**src/rtl/apb_i2c_fifo_bridge.sv**
```systemverilog
// APB register bank with TX/RX FIFOs, read sequencer and interrupt for an I2C master engine.
// Optional: APB_I2C_FIFO_ERR_SLVERR_EN reports TX-full writes and RX-empty reads via pslverr.
module apb_i2c_fifo_bridge #(
    parameter int unsigned BASE_ADDR  = 0,
    parameter int unsigned DATA_WIDTH = 32,
    parameter int unsigned FIFO_WIDTH = 8,
    parameter int unsigned DEPTH      = 16
) (
    input  logic                  pclk,
    input  logic                  presetn,
    input  logic [31:0]           paddr,
    input  logic [2:0]            pprot,
    input  logic                  psel,
    input  logic                  penable,
    input  logic                  pwrite,
    input  logic [DATA_WIDTH-1:0] pwdata,
    input  logic [3:0]            pstrb,
    output logic                  pready,
    output logic [DATA_WIDTH-1:0] prdata,
    output logic                  pslverr,
    output logic [7:0]            addr_r_w,
    input  logic                  read_fifo_tx,
    output logic [FIFO_WIDTH-1:0] tx_data,
    output logic                  tx_empty,
    input  logic                  write_fifo_rx,
    input  logic [FIFO_WIDTH-1:0] rx_data_in,
    output logic                  rx_full,
    output logic                  end_rx,
    output logic                  irq
);

    localparam int unsigned PW = (DEPTH > 2) ? $clog2(DEPTH) : 1;
    localparam int unsigned LW = PW + 1;

    localparam logic [2:0] REG_CTRL       = 3'd0;
    localparam logic [2:0] REG_STATUS     = 3'd1;
    localparam logic [2:0] REG_TX_DATA    = 3'd2;
    localparam logic [2:0] REG_RX_DATA    = 3'd3;
    localparam logic [2:0] REG_THRESH     = 3'd4;
    localparam logic [2:0] REG_N_READS    = 3'd5;
    localparam logic [2:0] REG_I2C_ADDR   = 3'd6;
    localparam logic [2:0] REG_IRQ_STATUS = 3'd7;

    logic [3:0]            irq_en_q;
    logic [7:0]            tx_low_thr_q;
    logic [7:0]            rx_high_thr_q;
    logic [8:0]            remaining_q;
    logic [7:0]            addr_q;
    logic [5:0]            irq_status_q;
    logic                  irq_q;

    logic [PW-1:0]         tx_wr_q, tx_rd_q, rx_wr_q, rx_rd_q;
    logic [LW-1:0]         tx_level_q, rx_level_q;
    logic [FIFO_WIDTH-1:0] tx_mem [DEPTH];
    logic [FIFO_WIDTH-1:0] rx_mem [DEPTH];

    logic [31:0]           offset;
    logic [2:0]            sel;
    logic                  access, in_range, wr, rd, err_cond;
    logic                  valid_wr, valid_rd;
    logic                  tx_wr_try, rx_rd_try;
    logic                  tx_full, rx_empty;
    logic                  tx_push, tx_pop, rx_push, rx_pop;
    logic                  tx_flush, rx_flush;
    logic                  ctrl_wr, thresh_wr, nreads_wr, addr_wr, w1c_wr;
    logic [5:0]            set_vec, en_vec;
    logic [5:0]            irq_status_d;
    logic [DATA_WIDTH-1:0] rdata;
    logic                  unused_bits;

    assign unused_bits = ^{pprot, pstrb, pwdata};

    // Address decode
    assign offset   = paddr - 32'(BASE_ADDR);
    assign in_range = (paddr >= 32'(BASE_ADDR)) && (offset <= 32'h1C);
    assign sel      = offset[4:2];
    assign access   = psel & penable;
    assign wr       = access & in_range & pwrite;
    assign rd       = access & in_range & ~pwrite;

    assign tx_full  = (tx_level_q == LW'(DEPTH));
    assign tx_empty = (tx_level_q == '0);
    assign rx_full  = (rx_level_q == LW'(DEPTH));
    assign rx_empty = (rx_level_q == '0);

    assign tx_wr_try = wr & (sel == REG_TX_DATA);
    assign rx_rd_try = rd & (sel == REG_RX_DATA);

`ifdef APB_I2C_FIFO_ERR_SLVERR_EN
    assign err_cond = (tx_wr_try & tx_full) | (rx_rd_try & rx_empty);
`else
    assign err_cond = 1'b0;
`endif

    assign pready   = access;
    assign pslverr  = access & (~in_range | err_cond);
    assign valid_wr = wr & ~err_cond;
    assign valid_rd = rd & ~err_cond;

    assign ctrl_wr   = valid_wr & (sel == REG_CTRL);
    assign thresh_wr = valid_wr & (sel == REG_THRESH);
    assign nreads_wr = valid_wr & (sel == REG_N_READS);
    assign addr_wr   = valid_wr & (sel == REG_I2C_ADDR);
    assign w1c_wr    = valid_wr & (sel == REG_IRQ_STATUS);
    assign tx_flush  = ctrl_wr & pwdata[0];
    assign rx_flush  = ctrl_wr & pwdata[1];

    // Full/empty are sampled before the update, so each side resolves independently.
    assign tx_push = tx_wr_try & ~tx_full;
    assign tx_pop  = read_fifo_tx & ~tx_empty;
    assign rx_push = write_fifo_rx & ~rx_full;
    assign rx_pop  = rx_rd_try & ~rx_empty;

    assign tx_data  = tx_mem[tx_rd_q];
    assign addr_r_w = addr_q;
    assign end_rx   = (remaining_q == '0);
    assign irq      = irq_q;
    assign prdata   = rdata;

    always_ff @(posedge pclk or negedge presetn) begin
        if (!presetn) begin
            for (int unsigned i = 0; i < DEPTH; i++) begin
                tx_mem[i] <= '0;
            end
        end else if (tx_push) begin
            tx_mem[tx_wr_q] <= pwdata[FIFO_WIDTH-1:0];
        end
    end

    always_ff @(posedge pclk or negedge presetn) begin
        if (!presetn) begin
            for (int unsigned i = 0; i < DEPTH; i++) begin
                rx_mem[i] <= '0;
            end
        end else if (rx_push) begin
            rx_mem[rx_wr_q] <= rx_data_in;
        end
    end

    always_ff @(posedge pclk or negedge presetn) begin
        if (!presetn) begin
            tx_wr_q    <= '0;
            tx_rd_q    <= '0;
            tx_level_q <= '0;
        end else if (tx_flush) begin
            tx_wr_q    <= '0;
            tx_rd_q    <= '0;
            tx_level_q <= '0;
        end else begin
            if (tx_push) tx_wr_q <= tx_wr_q + PW'(1);
            if (tx_pop)  tx_rd_q <= tx_rd_q + PW'(1);
            tx_level_q <= tx_level_q + LW'(tx_push) - LW'(tx_pop);
        end
    end

    always_ff @(posedge pclk or negedge presetn) begin
        if (!presetn) begin
            rx_wr_q    <= '0;
            rx_rd_q    <= '0;
            rx_level_q <= '0;
        end else if (rx_flush) begin
            rx_wr_q    <= '0;
            rx_rd_q    <= '0;
            rx_level_q <= '0;
        end else begin
            if (rx_push) rx_wr_q <= rx_wr_q + PW'(1);
            if (rx_pop)  rx_rd_q <= rx_rd_q + PW'(1);
            rx_level_q <= rx_level_q + LW'(rx_push) - LW'(rx_pop);
        end
    end

    // Every engine push counts against the read budget, even one dropped on overflow.
    always_ff @(posedge pclk or negedge presetn) begin
        if (!presetn) begin
            remaining_q <= '0;
        end else if (nreads_wr) begin
            remaining_q <= pwdata[8:0];
        end else if (write_fifo_rx && (remaining_q != '0)) begin
            remaining_q <= remaining_q - 9'd1;
        end
    end

    always_ff @(posedge pclk or negedge presetn) begin
        if (!presetn) begin
            irq_en_q      <= '0;
            tx_low_thr_q  <= '0;
            rx_high_thr_q <= '0;
            addr_q        <= '0;
        end else begin
            if (ctrl_wr)   irq_en_q <= pwdata[5:2];
            if (thresh_wr) {rx_high_thr_q, tx_low_thr_q} <= pwdata[15:0];
            if (addr_wr)   addr_q <= pwdata[7:0];
        end
    end

    always_comb begin
        set_vec    = '0;
        set_vec[0] = (9'(tx_level_q) <= {1'b0, tx_low_thr_q});
        set_vec[1] = (rx_high_thr_q != '0) && (9'(rx_level_q) >= {1'b0, rx_high_thr_q});
        set_vec[2] = write_fifo_rx && (remaining_q == 9'd1) && !nreads_wr;
        set_vec[3] = tx_wr_try & tx_full;
        set_vec[4] = write_fifo_rx & rx_full;
        set_vec[5] = rx_rd_try & rx_empty;
        en_vec     = {irq_en_q[3], irq_en_q[3], irq_en_q[3], irq_en_q[2:0]};
        // Set wins over a same-cycle clear.
        irq_status_d = (irq_status_q & ~(w1c_wr ? pwdata[5:0] : 6'd0)) | set_vec;
    end

    always_ff @(posedge pclk or negedge presetn) begin
        if (!presetn) begin
            irq_status_q <= '0;
            irq_q        <= 1'b0;
        end else begin
            irq_status_q <= irq_status_d;
            irq_q        <= |(irq_status_q & en_vec);
        end
    end

    always_comb begin
        rdata = '0;
        if (valid_rd) begin
            case (sel)
                REG_CTRL:       rdata[5:2] = irq_en_q;
                REG_STATUS: begin
                    rdata[8:0]  = 9'(tx_level_q);
                    rdata[17:9] = 9'(rx_level_q);
                    rdata[18]   = tx_full;
                    rdata[19]   = tx_empty;
                    rdata[20]   = rx_full;
                    rdata[21]   = rx_empty;
                    rdata[22]   = end_rx;
                end
                REG_RX_DATA: begin
                    if (!rx_empty) rdata = DATA_WIDTH'(rx_mem[rx_rd_q]);
                end
                REG_THRESH:     rdata[15:0] = {rx_high_thr_q, tx_low_thr_q};
                REG_N_READS:    rdata[8:0] = remaining_q;
                REG_I2C_ADDR:   rdata[7:0] = addr_q;
                REG_IRQ_STATUS: rdata[5:0] = irq_status_q;
                default:        rdata = '0;
            endcase
        end
    end

endmodule

```
**config.mk**
```make
export PLATFORM = sky130hd
export DESIGN_NAME = apb_i2c_fifo_bridge
export DESIGN_NICKNAME = d
export VERILOG_FILES = /design/src/rtl/apb_i2c_fifo_bridge.sv
export SDC_FILE = /design/constraint.sdc
export NUM_CORES = 1
export LEC_CHECK = 0
export ABC_AREA = 1
export BUFFER_PORTS_ARGS = -buffer_cell sky130_fd_sc_hd__buf_2
export CAP_MARGIN = 0
export CORE_ASPECT_RATIO = 1.4
export CORE_MARGIN = 2
export CORE_UTILIZATION = 65
export DETAILED_ROUTE_END_ITERATION = 10
export PLACE_DENSITY = 0.88
export SYNTH_ARGS = -nofsm -noshare
export SYNTH_HDL_FRONTEND = slang
export SYNTH_SLANG_ARGS = --single-unit
```
**constraint.sdc**
```tcl
create_clock -name pclk -period 7.9 [get_ports pclk]
set_input_delay 0.395 -clock pclk [delete_from_list [all_inputs] [get_ports pclk]]
set_output_delay 0.395 -clock pclk [all_outputs]
set_load 0.03 [all_outputs]
```
# Word-level counts from Yosys, hierarchy flattened
# Cells that the tools add are included.
[totals] register_bits=326 in_bits=86 out_inout_bits=54
[classes] n_addsub=9 order_cmp=10 eq_ne=10 muxes=34 bitwise_logic=35 n_reduce_logical=20
[ops] cell="bitwise mux 128 bit" count=2
[ops] cell="binary-select mux 8 bit (select 4 bit)" count=2
[ops] cell="demux 8 bit (select 4 bit)" count=2
[ops] cell="two-way mux 8 bit" count=7
[ops] cell=">= comparator 32 x 1 -> 1 bit, second input constant" count=1
[ops] cell="less-or-equal comparator 32 x 5 -> 1 bit, second input constant" count=1
[ops] cell="two-way mux 32 bit" count=1
[ops] cell="two-way mux 4 bit" count=8
[ops] cell="case mux 4 bit (7 select lines)" count=1
[ops] cell="two-way mux 9 bit" count=3
[ops] cell="AND 1 bit" count=21
[ops] cell="case mux 7 bit (3 select lines)" count=1
[ops] cell=">= comparator 5 bit, second input constant" count=4
[ops] cell="NOT 4 -> 5 bit" count=4
[ops] cell="adder 4 x 1 -> 4 bit, second input constant" count=4
[ops] cell="case mux 7 bit (2 select lines)" count=1
[ops] cell="AND 6 bit" count=2
[ops] cell="equality test 3 bit, second input constant" count=4
[ops] cell="case mux 2 bit (6 select lines)" count=1
[ops] cell="adder 5 x 1 -> 5 bit" count=2
[ops] cell="equality test 5 bit, second input constant" count=2
[ops] cell="logical NOT 5 bit" count=2
[ops] cell="< comparator 5 x 1 -> 1 bit, second input constant" count=2
[ops] cell="two-way mux 5 bit" count=2
[ops] cell="21 further kinds" count=38

# Longest topological paths before layout
[depth] word_depth=9 ltp_mapped=20 mapped_depth_nobuf=20

# Worst setup path before layout
# OpenSTA, ideal clock, no wires.
[synth_timing] kind="reg2reg" start="reg tx_level_q[2]" end="reg tx_level_q[4]" setup_ns=0.124 t_arrival_ns=2.989 path_slack_ns=4.788 path_stages_with_launch=18 n_path_buf=2 cell_sequence="dfrtp_1 inv_1 ha_1 nand4_1 buf_1 buf_2 nand2_2 ha_1 inv_1 ha_1 inv_1 fa_1 nor2_1 nor2_1 nor2_1 nor2_1 xor2_1 nor2_1"
[synth_via] elab_chain_cells=6
[synth_rtl] item="start: declaration" line="53" source="logic [LW-1:0] tx_level_q, rx_level_q;"
[synth_rtl] item="start signal: assignment" line="152" source="tx_level_q <= tx_level_q + LW'(tx_push) - LW'(tx_pop);"
[synth_rtl] item="equality test 5 bit" line="81" source="assign tx_full = (tx_level_q == LW'(DEPTH));"
[synth_rtl] item="NOT 1 bit" line="109" source="assign tx_push = tx_wr_try & ~tx_full;"
[synth_rtl] item="AND 1 bit" line="109"
[synth_rtl] item="adder 5 x 1 -> 5 bit" line="152"
[synth_rtl] item="subtractor 5 x 1 -> 5 bit *" line="152"
[synth_rtl] item="two-way mux 5 bit *" line="145" source="end else if (tx_flush) begin"
# Mark *: on every way between the ends. The rest lies on a longest branch, timed or not.
# A chain may end at the register's enable or synchronous reset.

# Worst setup path in the final report
[layout_timing] start="reg rx_rd_q[0]" end="out prdata[0]"
[layout_via] elab_chain_cells=7
[layout_rtl] item="start: declaration" line="52" source="logic [PW-1:0] tx_wr_q, tx_rd_q, rx_wr_q, rx_rd_q;"
[layout_rtl] item="start signal: assignment" line="167" source="if (rx_pop) rx_rd_q <= rx_rd_q + PW'(1);"
[layout_rtl] item="NOT 4 -> 5 bit (implied by the code)" line="234" source="if (!rx_empty) rdata = DATA_WIDTH'(rx_mem[rx_rd_q]);"
[layout_rtl] item="binary-select mux 8 bit (select 4 bit)" line="234"
[layout_rtl] item="two-way mux 8 bit (implied by the code) (2 in series)" line="234"
[layout_rtl] item="two-way mux 8 bit" line="234"
[layout_rtl] item="case mux 2 bit (6 select lines)" line="222" source="case (sel)"
[layout_rtl] item="two-way mux 32 bit" line="221" source="if (valid_rd) begin"
[layout_rtl] item="end: declaration" line="19" source="output logic [DATA_WIDTH-1:0] prdata,"
# No other way between the ends. The select of a mux whose other input is x is not followed.

==> results.toml <==
[outcome]
status = "complete, but fails checks"
violations = "design-rule violations"

[route]
drt-initial-drc-count = 1526
vias = 14920
drt_pass1_iterations = 8
wl_per_cell_um = 17.93
wl_mm = 44.24
ant_nets = 0
vias_per_cell = 6.047
drc = 2

[timing]
fmax_mhz = 258.4
worst_pin_slew_ns = 1.287
layout_worst_path_cycle_share_pct = 48.99
finalSetupViolations = 0
final.setup.tns_ns = 0
worst_clock_skew_ns = 0.02395
post-route-min-period_ns = 3.871
report.final.slew_viol_count = 0
slew_headroom_pct = 14.19
finalHoldViolCount = 0
rsz0062_at_grt = "false"

[logic_synthesis]
synth_edf_count = 0
synthCells = 2087
ys_ff_latch = 326
yosysWarningCount = 0
synth_cell_type_count = 47
synth_area_um2 = 16870
synthFlopType = "dfrtp_1"
ys_seq_area_share_pct = 48.36
async_reset_ff_share_pct = 100.0
synth_area_per_cell_um2 = 8.083

[final_layout]
layout.cells.non_filler = 2468
layout.nets = 2246
area_delta_synth_final_pct = 9.353
fillCellCount = 1872
most-common-layout-cells = "nand2_1 (611), dfrtp_1 (324), nand3_1 (211)"
layout_commonest_cell = "nand2_1"
diodes = 0
drive_above_1_share_pct = 10.10

[clocking]
cts_num_sinks = 326
ctsHtreeMaxLevel = 1
postCtsSetupBuffers = 0
cts_root_buf = "clkbuf_16"
clkTransAtPathRegs_ns = 0.07
max-clock-path-buffers = 3
numCtsBuffers = 31
clock_latency_ns = 0.57
cts_tree = "yes"

[flow_run]
cap_violations = 0

[critical_path]
critPathSlowestCell = "inv_2"
worstRegToRegCells = 20
required_ns = 7.51
r2r-end = "rx_level_q[4]"
critPathTopFamily = "buffers and inverters"
worst-path-stages = 9
critPathKind = "reg2out"
reg2reg_from = "rx_level_q[3]"
crit_end = "prdata[0]"
critPathMaxStageDelay_ns = 0.88
arrival_ns = 3.48
crit_start = "rx_rd_q[0]"
crit_fanout = 71
r2r_slack_ns = 4.60
worst_setup_path_start_kind = "flop"
cp_num_buf_inv = 3
critical_path.cell_chain = "buf_4 -> inv_2 -> o21ai_0 -> o22ai_1 -> nand2_1 -> nand2_1 -> nand3_1 -> a21oi_1 -> buf_2"
critPathMostFrequentCell = "nand2_1"
endpoint_kind = "output port"

[power]
power_density_nw_per_um2 = 300.2
p_leak_nw = 9.341
vdd_drop_max_v = 0.0002591

[grt]
grt_util_met2_pct = 54.94
grt_pass1_wl_mm = 72.28
gr-usage-all-layers_pct = 32.37
grtUsageMet3_pct = 3.868
grt_pass1_vias = 14490
antenna_found_initial = 0
grt.busiest_layer = "met2"
grt_overflow_total = 0
met1_usage_pct = 40.80
grt_max_degree = 177

[floorplan]
die_h_um = 194.6
coreArea_um2 = 25470
core.rowCount = 69
start_util_pct = 66.23
pin_count = 140
die_x_um = 140.2
dieArea_um2 = 27270

[placement]
gp_congestion = 0.9250
place_hpwl_mm = 28.70
port_buffers = 105
dp.cells = 2409

[hold_path]
holdCritPathClass = "in2reg"
[worst reg2reg max path, stage by stage (launching register included)]
cell and delay, ns:
dfrtp_1 0.40, inv_1 0.13, ha_1 0.17, nand3_1 0.12, nor2_1 0.21, inv_1 0.11
nand2_1 0.08, clkinv_1 0.24, nand2_1 0.16, inv_1 0.05, ha_1 0.28, inv_1 0.06
ha_1 0.15, inv_1 0.05, fa_1 0.38, nor2_1 0.18, nor2_1 0.06, nor2_1 0.09
nor2_1 0.06, xor2_1 0.13, nor2_1 0.06
[flip-flops by register name (all words and copies together) (netlist names)]
name	flops
rx_mem	128
tx_mem	128
remaining_q	9
addr_r_w	8
rx_high_thr_q	8
tx_low_thr_q	8
irq_status_q	6
rx_level_q	5
tx_level_q	5
irq_en_q	4
rx_rd_q	4
rx_wr_q	4
tx_rd_q	4
tx_wr_q	4
irq	1
[cell families (layout without fill, tap and decap cells)]
group	count (synthesis)	count (layout)	share of synthesized area, %
simple gates	1010	1010	26.44
compound gates	396	396	12.62
flops	326	326	48.36
buf+inv	266	318	6.868
fa+ha+maj	36	36	2.759
mux	32	32	1.899
xor+xnor	20	20	1.038
other cells	1	11	0.02223
[area by class of cell]
cell class	count	area [um^2]	share of cell area (%)
clock buffer	42	887.1	4.809
clock inverter	16	245.2	1.329
inverter	147	551.8	2.991
multi-input combinational	1505	7590	41.15
sequential	326	8163	44.25
tap	319	399.1	2.164
timing repair buffer	113	610.6	3.310
[cell usage after synthesis, drive strengths merged, types with 2 or more instances]
| master | count | area [um^2] |
|---|---|---|
| o22ai | 18 | 112.6 |
| clkbuf | 62 | 232.7 |
| nand2 | 617 | 2336 |
| nor2 | 119 | 493.0 |
| clkinv | 6 | 22.52 |
| inv | 141 | 529.3 |
| a211oi | 5 | 37.54 |
| fa | 2 | 40.04 |
| ha | 34 | 425.4 |
| xor2 | 18 | 157.7 |
| o21bai | 3 | 22.52 |
| o211ai | 32 | 240.2 |
| xnor2 | 2 | 17.52 |
| nand3 | 223 | 1251 |
| a21oi | 82 | 410.4 |
| o31ai | 2 | 15.01 |
| mux2i | 32 | 320.3 |
| buf | 57 | 374.1 |
| o21ai | 250 | 1255 |
| nand4 | 25 | 225.2 |
| nor3 | 21 | 116.4 |
| nand3b | 2 | 18.77 |
| dfrtp | 326 | 8158 |
| or2 | 2 | 12.51 |
[what timing repair did]
item                      in CTS  in global routing
hold endpoints to repair      72                  0
hold buffers                   1                  0
resized for setup              0                  0
[per-stage QoR]
step | setup WS [ns] | utilization [%] | total power, mW | hold slack (ns) | area, um^2
after floorplan | 4.788 | - | 3.456 | 0.09941 | 16910
after global placement | 4.468 | 67.94 | 3.787 | 0.3923 | 17300
after detailed placement | 4.362 | 67.94 | 3.882 | 0.3993 | 17300
after CTS | 4.086 | 72.43 | 5.525 | 0.04664 | 18450
after global routing | 3.839 | 72.43 | 5.843 | 0.06152 | 18450
final | 4.029 | 72.43 | 5.538 | 0.05287 | 18450
[where the power goes]
part / total [mW] / switching [mW] / internal (mW)
logic: 1.50 / 0.943 / 0.561
clock network: 1.63 / 0.649 / 0.984
registers: 2.40 / 0.359 / 2.04
[worst min-delay path by stage]
stage / start / end / depth (start not counted)
after floorplan: presetn / addr_r_w[0] / 0
after global placement: presetn / tx_mem[51] / 1
after detailed placement: presetn / tx_mem[54] / 1
after CTS: pwdata[14] / rx_high_thr_q[6] / 3
after global routing: pwdata[14] / rx_high_thr_q[6] / 3
final: pwdata[14] / rx_high_thr_q[6] / 3
[metal layers]
layer | share of wire [%] | vias to the layer above
met3 | 6.6 | 157
met1 | 38 | 7140
met5 | 0 | -
met4 | 5.4 | 0
met2 | 50 | 675
li1 | - | 6951
(Power assumes the default switching activity.)
